===== config.mk =====
export PLATFORM = sky130hd
export DESIGN_NAME = dynamic_output_arb8
export DESIGN_NICKNAME = d
export VERILOG_FILES = /design/src/rtl/dynamic_output_arb8.sv
export SDC_FILE = /design/constraint.sdc
export NUM_CORES = 1
export LEC_CHECK = 0
export ABC_AREA = 1
export BUFFER_PORTS_ARGS = -buffer_cell sky130_fd_sc_hd__buf_4
export CAP_MARGIN = 30
export CORE_UTILIZATION = 58
export CTS_BUF_LIST = sky130_fd_sc_hd__clkbuf_4 sky130_fd_sc_hd__clkbuf_8
export CTS_CLUSTER_DIAMETER = 60
export CTS_CLUSTER_SIZE = 8
export DETAILED_ROUTE_END_ITERATION = 8
export HOLD_SLACK_MARGIN = 0.12
export PLACE_DENSITY = 0.89
export RECOVER_POWER = 100
export SLEW_MARGIN = 10
export SYNTH_ARGS = -nofsm -noshare
export SYNTH_HDL_FRONTEND = slang
export SYNTH_SLANG_ARGS = --single-unit

===== constraint.sdc =====
create_clock -name clk -period 9.2 [get_ports clk]
set_input_delay 1.84 -clock clk [delete_from_list [all_inputs] [get_ports clk]]
set_output_delay 1.84 -clock clk [all_outputs]
set_load 0.05 [all_outputs]

===== src/rtl/dynamic_output_arb8.sv =====
// Round-robin, packet-locking 8:1 output arbiter; 1-cycle arbitration, select held for the whole wormhole packet.
// Header may transfer in the first SEND cycle; out_ready low or an owner bubble holds the lock without popping.
module dynamic_output_arb8 #(
   parameter int LEN_W = 8
) (
   input  logic               clk,
   input  logic               reset,
   input  logic [7:0]         req,
   input  logic [8*LEN_W-1:0] len_in,
   input  logic               out_ready,
   output logic [2:0]         sel,
   output logic [7:0]         grant,
   output logic               valid_out,
   output logic [7:0]         pop,
   output logic               busy
);

   typedef enum logic {IDLE, SEND} state_t;

   localparam logic [LEN_W:0] ONE = {{LEN_W{1'b0}}, 1'b1};

   state_t         state, state_n;
   logic [2:0]     sel_n;
   logic [7:0]     grant_n;
   logic           busy_n;
   logic [LEN_W:0] remaining, remaining_n;
   logic [2:0]     last_ptr, last_ptr_n;

   logic [2:0]     winner;
   logic [2:0]     cand;
   logic           found;
   logic           xfer;

   // Search upward from the slot after the last winner; k = 8 wraps back onto last_ptr itself.
   always_comb begin
      found  = 1'b0;
      winner = last_ptr;
      cand   = last_ptr;
      for (int k = 1; k <= 8; k++) begin
         cand = last_ptr + 3'(k);
         if (!found && req[cand]) begin
            found  = 1'b1;
            winner = cand;
         end
      end
   end

   assign xfer = (state == SEND) && req[sel] && out_ready;

   always_comb begin
      state_n     = state;
      sel_n       = sel;
      grant_n     = grant;
      busy_n      = busy;
      remaining_n = remaining;
      last_ptr_n  = last_ptr;
      valid_out   = 1'b0;
      pop         = 8'h00;
      case (state)
         IDLE: begin
            if (found) begin
               state_n     = SEND;
               sel_n       = winner;
               grant_n     = 8'h01 << winner;
               busy_n      = 1'b1;
               last_ptr_n  = winner;
               remaining_n = {1'b0, len_in[winner*LEN_W +: LEN_W]} + ONE;
            end
         end
         SEND: begin
            valid_out = req[sel];
            if (xfer) begin
               pop         = grant;
               remaining_n = remaining - ONE;
               // Last flit of the packet: drop the lock but leave sel where it is.
               if (remaining == ONE) begin
                  state_n = IDLE;
                  grant_n = 8'h00;
                  busy_n  = 1'b0;
               end
            end
         end
         default: state_n = IDLE;
      endcase
   end

   always_ff @(posedge clk) begin
      if (reset) begin
         state     <= IDLE;
         sel       <= 3'd0;
         grant     <= 8'h00;
         busy      <= 1'b0;
         remaining <= '0;
         last_ptr  <= 3'd7;
      end else begin
         state     <= state_n;
         sel       <= sel_n;
         grant     <= grant_n;
         busy      <= busy_n;
         remaining <= remaining_n;
         last_ptr  <= last_ptr_n;
      end
   end

endmodule


== After elaboration in Yosys (flattened, before gate mapping) ==
Cells that the tools add are included.

* Output and inout port bits: 21
* Word-level logic and storage cells: 102
* Register bits after elaboration: 25
* Bits of input ports: 75

* Order comparisons: 9
* Shifts and indexed selects: 2
* Bitwise logic cells: 1
* Muxes and demuxes: 52
* Reduce and logical (&&, ||, !) cells: 19
* Add/subtract/negate cells: 9
* Equal/unequal tests: 4

{| class="wikitable"
|+ Operator list
! kind !! count
|-
| $shiftx A64 B7 Y8 || 1
|-
| $mux W8 || 5
|-
| $lt A3 B4 Y1 const B || 9
|-
| $bmux W1 S3 || 9
|-
| $mux W1 || 24
|-
| $mux W3 || 8
|-
| $mux W9 || 2
|-
| $pmux W9 S2 || 1
|-
| $pmux W8 S2 || 1
|-
| $add A3 B3 Y3 const B || 4
|-
| $add A8 B1 Y9 const B || 1
|-
| $eq A9 B1 Y1 const B || 1
|-
| $logic_and A1 B1 Y1 || 9
|-
| $sub A9 B1 Y9 const B || 1
|-
| $shl A1 B3 Y8 const A || 1
|-
| $logic_not A1 Y1 || 7
|-
| $add A3 B2 Y3 const B || 2
|-
| $ne A2 B1 Y1 const B || 2
|-
| $pmux W1 S2 || 2
|-
| $reduce_and A2 Y1 || 2
|-
| $add A3 B1 Y3 const B || 1
|-
| $reduce_and A3 Y1 || 1
|-
| $ne A2 B2 Y1 const B || 1
|-
| $not A1 Y1 || 1
|}

== Longest topological paths before layout ==
Gate-level depths: netlist of run 1.

* Depth after elaboration: 29
* Gate-level depth with buffers: 29
* Gate-level depth less buffers: 27

== Worst setup path after synthesis of run 1 ==
No wires, ideal clock.

* Path type: input port to output port
* Start point: input req[6]
* End point: output pop[0]
* Stages: 5
* Data required time: 7.360 ns
* Slack: 3.847 ns
* Data arrival time: 3.513 ns
* Cells stage by stage: o21ai_0 o221ai_1 o211a_1 nand2_1 nor2_1

* Word-level cells in the longest chain between the ends: 6

{| class="wikitable"
|+ Ends and longest elaborated chain
! element !! line !! source
|-
| from (decl) || 8 || <nowiki>input logic [7:0] req,</nowiki>
|-
| $bmux W1 S3 || 48 || <nowiki>assign xfer = (state == SEND) && req[sel] && out_ready;</nowiki>
|-
| $mux W1 (implied by the code) || 48 ||
|-
| $logic_and A1 B1 Y1 (2 in a row) || 48 ||
|-
| $mux W8 || 72 || <nowiki>if (xfer) begin</nowiki>
|-
| $mux W8 || 59 || <nowiki>case (state)</nowiki>
|-
| to (decl) || 14 || <nowiki>output logic [7:0] pop,</nowiki>
|}

Every way passes these cells. The select of a mux whose other input is x is not followed.

== Worst setup path in the final report of run 1 ==
* Start point: input req[0]
* End point: register remaining[6]

* Word-level cells in the longest chain between the ends: 28

{| class="wikitable"
|+ Ends and longest elaborated chain
! element !! line !! source
|-
| $bmux W1 S3 || 41 || <nowiki>if (!found && req[cand]) begin</nowiki>
|-
| $mux W1 (implied by the code) || 41 ||
|-
| $mux W1 || 41 ||
|-
| $logic_not A1 Y1 || 41 ||
|-
| $logic_and A1 B1 Y1 || 41 ||
|-
| $mux W1 || 41 ||
|-
| $logic_not A1 Y1 || 41 ||
|-
| $logic_and A1 B1 Y1 || 41 ||
|-
| [12 not listed] || -- ||
|-
| $mux W1 || 41 ||
|-
| $logic_not A1 Y1 || 41 ||
|-
| $logic_and A1 B1 Y1 || 41 ||
|-
| $mux W3 || 41 ||
|-
| $shiftx A64 B7 Y8 || 67 || <nowiki>remaining_n = {1'b0, len_in[winner*LEN_W +: LEN_W]} + ONE;</nowiki>
|-
| $add A8 B1 Y9 || 67 ||
|-
| $mux W9 || 61 || <nowiki>if (found) begin</nowiki>
|-
| $pmux W9 S2 || 59 ||
|-
| to (signal assigned) || 100 || <nowiki>remaining <= remaining_n;</nowiki>
|-
| to (decl) || 26 || <nowiki>logic [LEN_W:0] remaining, remaining_n;</nowiki>
|}

Several ways; a longest one is shown, not always the timed one. The select of a mux whose other input is x is not followed.
A chain may end at the register's enable or synchronous reset.

==> out/qor.yml, run 1 <==
synth_area_leaders: "nand2_1 25%, dfxtp_1 16%, nand3_1 10%, inv_1 8.0%, nor2_1 6.4%"
end_kind: "flip-flop"
fmax_ghz: 0.163
drtIter0Drc: 192
critPathKind: "input port to flip-flop"
synth_ff_type: "dfxtp_1"
synth_area_per_cell_sq_um: 5.47
htreeDepth: 1
syn_inst: 565
areaGrowthSynthToFinish_pct: 18.0
final_layout_size_suffix_gt1_frac: 0.152
clock_latency_ns: 0.27
met1_usage: 0.352
start_util: 0.605
dp_hpwl_mm: 6.91
ys_seq_area_frac: 0.162
synthAdderAreaFrac: 0.0202
synth_mux_area_frac: 0
slew_headroom: 0.229
cts_tree: "done"
grt_max_degree: 38
yosys.area.top_type_share: 0.254
via_count: 3751
std_cell_rows: 26
io_pins: 96
syn_nets: 645
grt_pass1_vias: 3266
cp.required_ns: 9.35
finalSetupViolCount: 0
first_pass_iters: 5
path_max_fanout: 37
worstMarginPinSlew_ns: 1.15
slew_viol_final: 0
gp_congestion: 0.879
cts_sinks: 25
path_clk_slew_ns: 0.09
yosys.area.top_type: "nand2_1"
cts_made_buffers: 3
synth_compound_area_frac: 0.128
n_fill_cell: 497
hold_buffers: 0
root_buffer: "clkbuf_8"
rsz0062_at_grt: "false"
fp.dieH_um: 75.0
met3_usage: 0.0535
routedWlPerCell_um: 12.2
clk_path_buf_depth: 2
ant_nets: 0
grt_antenna_before_repair: 0
hold_path_class: "flip-flop to flip-flop"
remaining_drc_errors: 0
io_buffer_count: 95
yosys.area_share.simple: 0.550
synth_async_sr_flop_share: 0
grt_use_total: 0.305
cts_setup_buffers: 0
synth_xor_area_frac: 0.00850
core_sq_um: 5110
period_minus_slack_ns: 6.14
netlist_area_sq_um: 3090
grt-ovfl-total: 0
cap_viol_max_count: 0
crit_path_start_kind: "input port"
yosysUniqueCellTypes: 40
ys_top_cells_by_count: "209 x nand2_1, 66 x inv_1, 64 x nand3_1"
synth_most_common_cell: "nand2_1"
status: "completed"
finalHoldViolCount: 0
finalCritPeriodShare: 0.667
finalSetupTns_ns: 0
die_w_um: 75.0
n_antenna_cell: 0
routed_wl_mm: 8.71
grt_pass1_wl_mm: 13.5
synth-seq-cells: 25
synth-edff-count: 0
yosys_warnings: 0
vias_per_cell: 5.25
nets: 726
die-area_sq_um: 5620
top_usage_layer: "met2"
synth_top_family_by_area: "simple AND/OR/NAND/NOR gates"
cts_resized: 0
finalClockSkew_ns: 0.00314
crit_arrival_ns: 6.29
use_met2: 0.582
flip-flops by register name, summed over array words and instances, names as in the netlist:
signal and count:
remaining 9, grant 8, last_ptr 3, sel 3, busy 1, state 1
area by class of cell:
cell class                      instances  area [sq um]  share of cell area
Timing Repair Buffer                   95           631               0.173
Clock buffer                            3          41.3              0.0113
Sequential cell                        25           500               0.137
Tap cell                               70          87.6              0.0240
Multi-Input combinational cell        446          2100               0.575
Clock inverter                          1          7.51             0.00206
Inverter                               75           282              0.0772
worst max-delay path, cell delays in order:
cell and delay [ns]:
buf_4 0.12, nand2_1 0.09, nand3_1 0.11, nand3_1 0.18, nand2_1 0.13, nor2_1 0.26, nand4_1 0.27, nor2_8 0.18
nand3_1 0.67, nand2_1 1.15, o21ai_0 0.25, nand2_2 0.12, nand3_1 0.08, nand2_1 0.13, ha_1 0.23, nand2_1 0.09
o21ai_0 0.28, a21oi_1 0.10
per-stage QoR:
| step | hold WS (ns) | setup slack [ns] | utilization | cells | cell area, sq um |
|---|---|---|---|---|---|
| 2_1_floorplan | 0.469 | 3.85 | - | 565 | 3090 |
| 3_3_place_gp | 0.456 | 4.39 | 0.737 | 711 | 3760 |
| 3_5_place_dp | 0.465 | 4.30 | 0.737 | 711 | 3760 |
| 4_1_cts | 0.478 | 4.28 | 0.747 | 715 | 3810 |
| 5_1_grt | 0.500 | 2.52 | 0.714 | 715 | 3650 |
| 6_report | 0.469 | 3.06 | 0.714 | 715 | 3650 |
placed cells by master (no fill, tap or decap), drive strengths merged, types with 2 or more instances in the layout:
cell	n
xor2	2
nand3	67
a21oi	21
nand4	2
buf	73
nor2	61
clkbuf	25
nand3b	20
o21ai	28
a22oi	6
o211ai	2
o21bai	2
dfxtp	25
inv	74
ha	5
nand2	221
cells by family after synthesis:
group	count (synthesis)
AND/OR/NAND/NOR	373
adder cells (fa/ha/maj)	5
flip-flops	25
XOR/XNOR	3
buffers and inverters	94
AO/OA/AOI/OAI	65
worst paths after layout:
| kind | cells past startpoint | endpoint | from | slack, ns |
|---|---|---|---|---|
| worst min register to register | 2 | busy$_SDFFE_PP0P_ | busy$_SDFFE_PP0P_ | 0.47 |
| worst max register to register | 19 | remaining[6]$_SDFFE_PP0P_ | last_ptr[0]$_SDFFE_PP1P_ | 3.25 |
| worst max-delay path | 18 | remaining[6]$_SDFFE_PP0P_ | req[0] | 3.06 |
| worst min-delay path | 2 | busy$_SDFFE_PP0P_ | busy$_SDFFE_PP0P_ | 0.47 |
layer usage:
metal,vias up,part of all wire
li1,1956,-
met1,1638,0.41
met2,143,0.52
met3,14,0.060
met4,0,0.013
met5,-,0
Power of run 1 is not shown: default switching activity piles up to over one toggle a cycle in this logic, so the estimate is an artifact.
==> inputs of run 2 (changes only) <==
--- a/config.mk
+++ b/config.mk
@@ -8,13 +8,13 @@
 export ABC_AREA = 1
 export BUFFER_PORTS_ARGS = -buffer_cell sky130_fd_sc_hd__buf_4
 export CAP_MARGIN = 30
-export CORE_UTILIZATION = 58
+export CORE_UTILIZATION = 49
 export CTS_BUF_LIST = sky130_fd_sc_hd__clkbuf_4 sky130_fd_sc_hd__clkbuf_8
 export CTS_CLUSTER_DIAMETER = 60
 export CTS_CLUSTER_SIZE = 8
 export DETAILED_ROUTE_END_ITERATION = 8
 export HOLD_SLACK_MARGIN = 0.12
-export PLACE_DENSITY = 0.89
+export PLACE_DENSITY = 0.8
 export RECOVER_POWER = 100
 export SLEW_MARGIN = 10
 export SYNTH_ARGS = -nofsm -noshare
==> constraint.sdc (replaced) <==
create_clock -name clk -period 5.5 [get_ports clk]
set_input_delay 1.1 -clock clk [delete_from_list [all_inputs] [get_ports clk]]
set_output_delay 1.1 -clock clk [all_outputs]
set_load 0.05 [all_outputs]
==> out/qor.yml, run 2 (same netlist as run 1, synthesis figures left out) <==
reg2reg_from: "last_ptr[0]$_SDFFE_PP1P_"
start_util: 0.516
fp.dieH_um: 81.4
end_kind: "flip-flop"
cts_resized: 0
crit_start: "last_ptr[0]$_SDFFE_PP1P_"
routedWlPerCell_um: 12.3
remaining_drc_errors: 0
grt_max_degree: 38
r2r_end: "remaining[4]$_SDFFE_PP0P_"
finalSetupTns_ns: 0
grt_use_total: 0.267
cts_made_buffers: 3
finalSetupViolCount: 0
std_cell_rows: 28
grt_pass1_wl_mm: 14.2
finalCritPeriodShare: 0.867
hold_buffers: 0
htreeDepth: 1
grt-ovfl-total: 0
crit_path_start_kind: "flip-flop"
crit_arrival_ns: 4.94
largest_register: "remaining"
core_sq_um: 5990
nets: 726
critPathKind: "flip-flop to flip-flop"
via_count: 3847
top_regs: "remaining: 9 flops, grant: 8 flops"
io_pins: 96
status: "completed"
finalClockSkew_ns: 0.00666
clk_path_buf_depth: 2
grt_pass1_vias: 3376
die_w_um: 81.4
ant_nets: 0
cp-endpoint: "remaining[4]$_SDFFE_PP0P_"
cts_setup_buffers: 0
path_max_fanout: 20
layout_commonest_cell: "nand2_1"
first_pass_iters: 5
grt_antenna_before_repair: 0
final_layout_size_suffix_gt1_frac: 0.167
drtIter0Drc: 148
clock_latency_ns: 0.28
cap_viol_max_count: 0
gp_congestion: 0.993
fmax_ghz: 0.210
finalHoldViolCount: 0
largest_reg_flops: 9
die-area_sq_um: 6630
io_buffer_count: 95
cts_sinks: 25
root_buffer: "clkbuf_8"
utilization: 0.622
final_cell_mix: "209 x nand2_1, 74 x buf_4, 67 x inv_1"
worstRegToRegCells: 23
cp.required_ns: 5.67
worstMarginPinSlew_ns: 0.613
n_antenna_cell: 0
areaGrowthSynthToFinish_pct: 20.5
hold_path_class: "flip-flop to flip-flop"
slew_viol_final: 0
routed_wl_mm: 8.83
cts_tree: "done"
vias_per_cell: 5.34
r2r_slack_ns: 0.73
dp_hpwl_mm: 6.96
multi_input_area_sq_um: 2170
seq_area_sq_um: 500
slew_headroom: 0.593
path_clk_slew_ns: 0.09
rsz0062_at_grt: "false"
period_minus_slack_ns: 4.77
n_fill_cell: 607
-- run 2: cell types whose count changed in the layout (fill, tap and decap cells not counted), sizes merged --
cell / change
buf: +1
clkbuf: -1
-- run 2: worst max-delay path, stage by stage (launching register included) --
cell,delay [ns]
dfxtp_1,0.66
inv_1,0.33
ha_1,0.45
inv_1,0.20
nand3_1,0.15
nand3_2,0.13
nand2_2,0.08
nor2_1,0.30
nand4_4,0.18
nor2_8,0.16
nand2_4,0.09
nor2_1,0.13
inv_1,0.06
nand2_2,0.39
inv_2,0.26
nand2_1,0.15
nand3_1,0.08
nand2_1,0.10
ha_1,0.23
nand3_1,0.13
nand2_1,0.09
inv_1,0.04
o21ai_0,0.18
a21oi_1,0.08
-- run 2: final cells by class --
| type | instances | area share |
|---|---|---|
| Clock buffer | 3 | 0.0111 |
| Clock inverter | 1 | 0.00202 |
| Inverter | 75 | 0.0756 |
| Multi-Input combinational cell | 446 | 0.581 |
| Sequential cell | 25 | 0.134 |
| Tap cell | 75 | 0.0252 |
| Timing Repair Buffer | 95 | 0.170 |
-- run 2: how the worst min path moves through the flow --
| stage | startpoint | to | slack, ns | cells past startpoint |
|---|---|---|---|---|
| final | busy$_SDFFE_PP0P_ | busy$_SDFFE_PP0P_ | 0.49 | 2 |
| after global routing | grant[1]$_SDFFE_PP0P_ | grant[1]$_SDFFE_PP0P_ | 0.52 | 2 |
| after CTS | busy$_SDFFE_PP0P_ | busy$_SDFFE_PP0P_ | 0.49 | 2 |
| after detailed placement | busy$_SDFFE_PP0P_ | busy$_SDFFE_PP0P_ | 0.48 | 2 |
| after global placement | busy$_SDFFE_PP0P_ | busy$_SDFFE_PP0P_ | 0.46 | 2 |
| after floorplan | remaining[2]$_SDFFE_PP0P_ | remaining[2]$_SDFFE_PP0P_ | 0.47 | 2 |
-- run 2: layer usage --
| metal | track usage | vias up | wire length, um |
|---|---|---|---|
| met5 | 0 | - | 0 |
| met1 | 0.320 | 1748 | 3680 |
| met3 | 0.0267 | 15 | 441 |
| li1 | - | 1957 | - |
| met2 | 0.498 | 127 | 4570 |
| met4 | 0.0786 | 0 | 144 |
-- run 2: metrics by stage --
step	hold slack [ns]	instance area, sq um	instances	worst slack (ns)
after CTS	0.491	3820	720	1.07
final	0.485	3720	720	0.731
after detailed placement	0.475	3770	716	1.09
after floorplan	0.469	3090	565	1.63
after global routing	0.519	3720	720	0.284
after global placement	0.460	3770	716	1.20
Power of run 2 is left out for the same reason.
==> inputs of run 3 (changes only) <==
--- a/config.mk
+++ b/config.mk
@@ -14,7 +14,7 @@
 export CTS_CLUSTER_SIZE = 8
 export DETAILED_ROUTE_END_ITERATION = 8
 export HOLD_SLACK_MARGIN = 0.12
-export PLACE_DENSITY = 0.8
+export PLACE_DENSITY_LB_ADDON = 0.2
 export RECOVER_POWER = 100
 export SLEW_MARGIN = 10
 export SYNTH_ARGS = -nofsm -noshare
==> out/qor.yml, run 3 (same netlist as run 1, synthesis figures left out) <==
top_usage_layer: "met2"
finalSetupTns_ns: 0
r2r_slack_ns: 0.85
remaining_drc_errors: 0
cp.required_ns: 5.72
hold_buffers: 0
worstRegToRegCells: 23
vias_per_cell: 5.30
finalClockSkew_ns: 0.00233
critPathMostFrequentCell: "nand2_1"
hp-start: "busy$_SDFFE_PP0P_"
nets: 726
fp.dieH_um: 81.4
stdcell_area_sq_um: 3730
path_cells: "inv_1 -> ha_1 -> inv_1 -> nand3_1 -> nand3_1 -> nand2_2 -> nor2_4 -> nand4_4 -> nor2_1 -> nor2_1 -> nand2_1 -> nand2_1 -> nand2_2 -> inv_2 -> nand2_1 -> nand3_1 -> nand2_1 -> nand2_1 -> nor2_1 -> nand2_1 -> nand2_1 -> nand3_1 -> a21oi_2"
slew_viol_final: 0
cts_setup_buffers: 0
r2r_end: "remaining[7]$_SDFFE_PP0P_"
crit_arrival_ns: 4.87
finalCritPeriodShare: 0.845
period_minus_slack_ns: 4.65
grt_pass1_wl_mm: 14.8
gp_congestion: 0.940
path_max_fanout: 20
cts_made_buffers: 3
start_util: 0.516
cts_sinks: 25
clock_latency_ns: 0.28
n_antenna_cell: 0
placed_area_sq_um: 3770
ant_nets: 0
dp_hpwl_mm: 7.08
met1_usage: 0.352
utilization: 0.622
min_path_cells: 2
hold_end: "busy$_SDFFE_PP0P_"
largest_register: "remaining"
areaGrowthSynthToFinish_pct: 20.6
slew_headroom: 0.601
met3_usage: 0.0344
critPathKind: "flip-flop to flip-flop"
drtIter0Drc: 254
first_pass_iters: 5
core_sq_um: 5990
top_regs: "remaining: 9 flops, grant: 8 flops"
largest_reg_flops: 9
n_fill_cell: 613
layout_commonest_cell: "nand2_1"
hold_path_class: "flip-flop to flip-flop"
cts_tree: "done"
final_layout_size_suffix_gt1_frac: 0.166
cap_viol_max_count: 0
final_cell_mix: "210 x nand2_1, 74 x buf_4, 67 x inv_1"
cts_resized: 0
status: "completed"
routed_wl_mm: 9.11
use_met2: 0.504
grt_antenna_before_repair: 0
grt_max_degree: 38
htreeDepth: 1
io_pins: 96
die-area_sq_um: 6630
finalHoldViolCount: 0
end_kind: "flip-flop"
via_count: 3818
path_clk_slew_ns: 0.09
grt_pass1_vias: 3458
worstMarginPinSlew_ns: 0.597
routedWlPerCell_um: 12.6
grt_use_total: 0.280
max_stage_delay_ns: 0.66
crit_path_start_kind: "flip-flop"
crit_slowest_cell: "dfxtp_1"
io_buffer_count: 95
finalSetupViolCount: 0
root_buffer: "clkbuf_8"
reg2reg_from: "last_ptr[0]$_SDFFE_PP1P_"
rsz0062_at_grt: "false"
fmax_ghz: 0.215
die_w_um: 81.4
grt-ovfl-total: 0
clk_path_buf_depth: 2
std_cell_rows: 28
==> run 3: changes by cell type in the layout (fill, tap and decap cells not counted) <==
cell	previous run	this run
nand2_1	209	210
nand3_1	64	65
nand2_2	9	8
inv_2	7	6
a21oi_1	21	20
nor2_4	2	3
o21ai_0	22	23
o21ai_1	5	4
clkinv_1	1	2
a21oi_2	0	1
nor2_1	56	55
nand3_2	2	1
==> run 3: stage by stage <==
stage          setup slack (ns)  std cells  hold slack (ns)
3_5_place_dp               1.22        716            0.470
4_1_cts                    1.19        720            0.482
5_1_grt                   0.338        720            0.495
3_3_place_gp               1.32        716            0.452
2_1_floorplan              1.63        565            0.469
6_report                  0.851        720            0.474
==> run 3: per-layer routing <==
metal	part of all wire	vias up
met5	0	-
met4	0.016	0
met3	0.062	20
met2	0.49	155
met1	0.43	1695
li1	-	1948
==> run 3: worst max-delay path, delay by kind of cell (launching register included) <==
kind	cells	cell delay, ns
compound gates	1	0.14
simple gates	18	2.56
flops	1	0.66
fa+ha+maj	1	0.45
buf+inv	3	0.77
==> run 3: area by class of cell <==
class	count	area, sq um	share of cell area
well taps	75	93.8	0.0252
flip-flops and latches	25	500	0.134
inverters	75	282	0.0755
clock buffers	3	41.3	0.0111
repair buffers	95	634	0.170
multi-input cells	446	2170	0.582
clock inverters	1	7.51	0.00201
==> run 3: how the worst max path moves through the flow <==
stage	depth (start not counted)	to	slack [ns]	startpoint
after global routing	24	remaining[4]$_SDFFE_PP0P_	0.34	last_ptr[0]$_SDFFE_PP1P_
after detailed placement	23	remaining[4]$_SDFFE_PP0P_	1.22	last_ptr[0]$_SDFFE_PP1P_
after global placement	23	remaining[4]$_SDFFE_PP0P_	1.32	last_ptr[0]$_SDFFE_PP1P_
final	23	remaining[7]$_SDFFE_PP0P_	0.85	last_ptr[0]$_SDFFE_PP1P_
after CTS	23	remaining[4]$_SDFFE_PP0P_	1.19	last_ptr[0]$_SDFFE_PP1P_
after floorplan	5	pop[0]	1.63	req[6]
Power of run 3 is left out for the same reason.
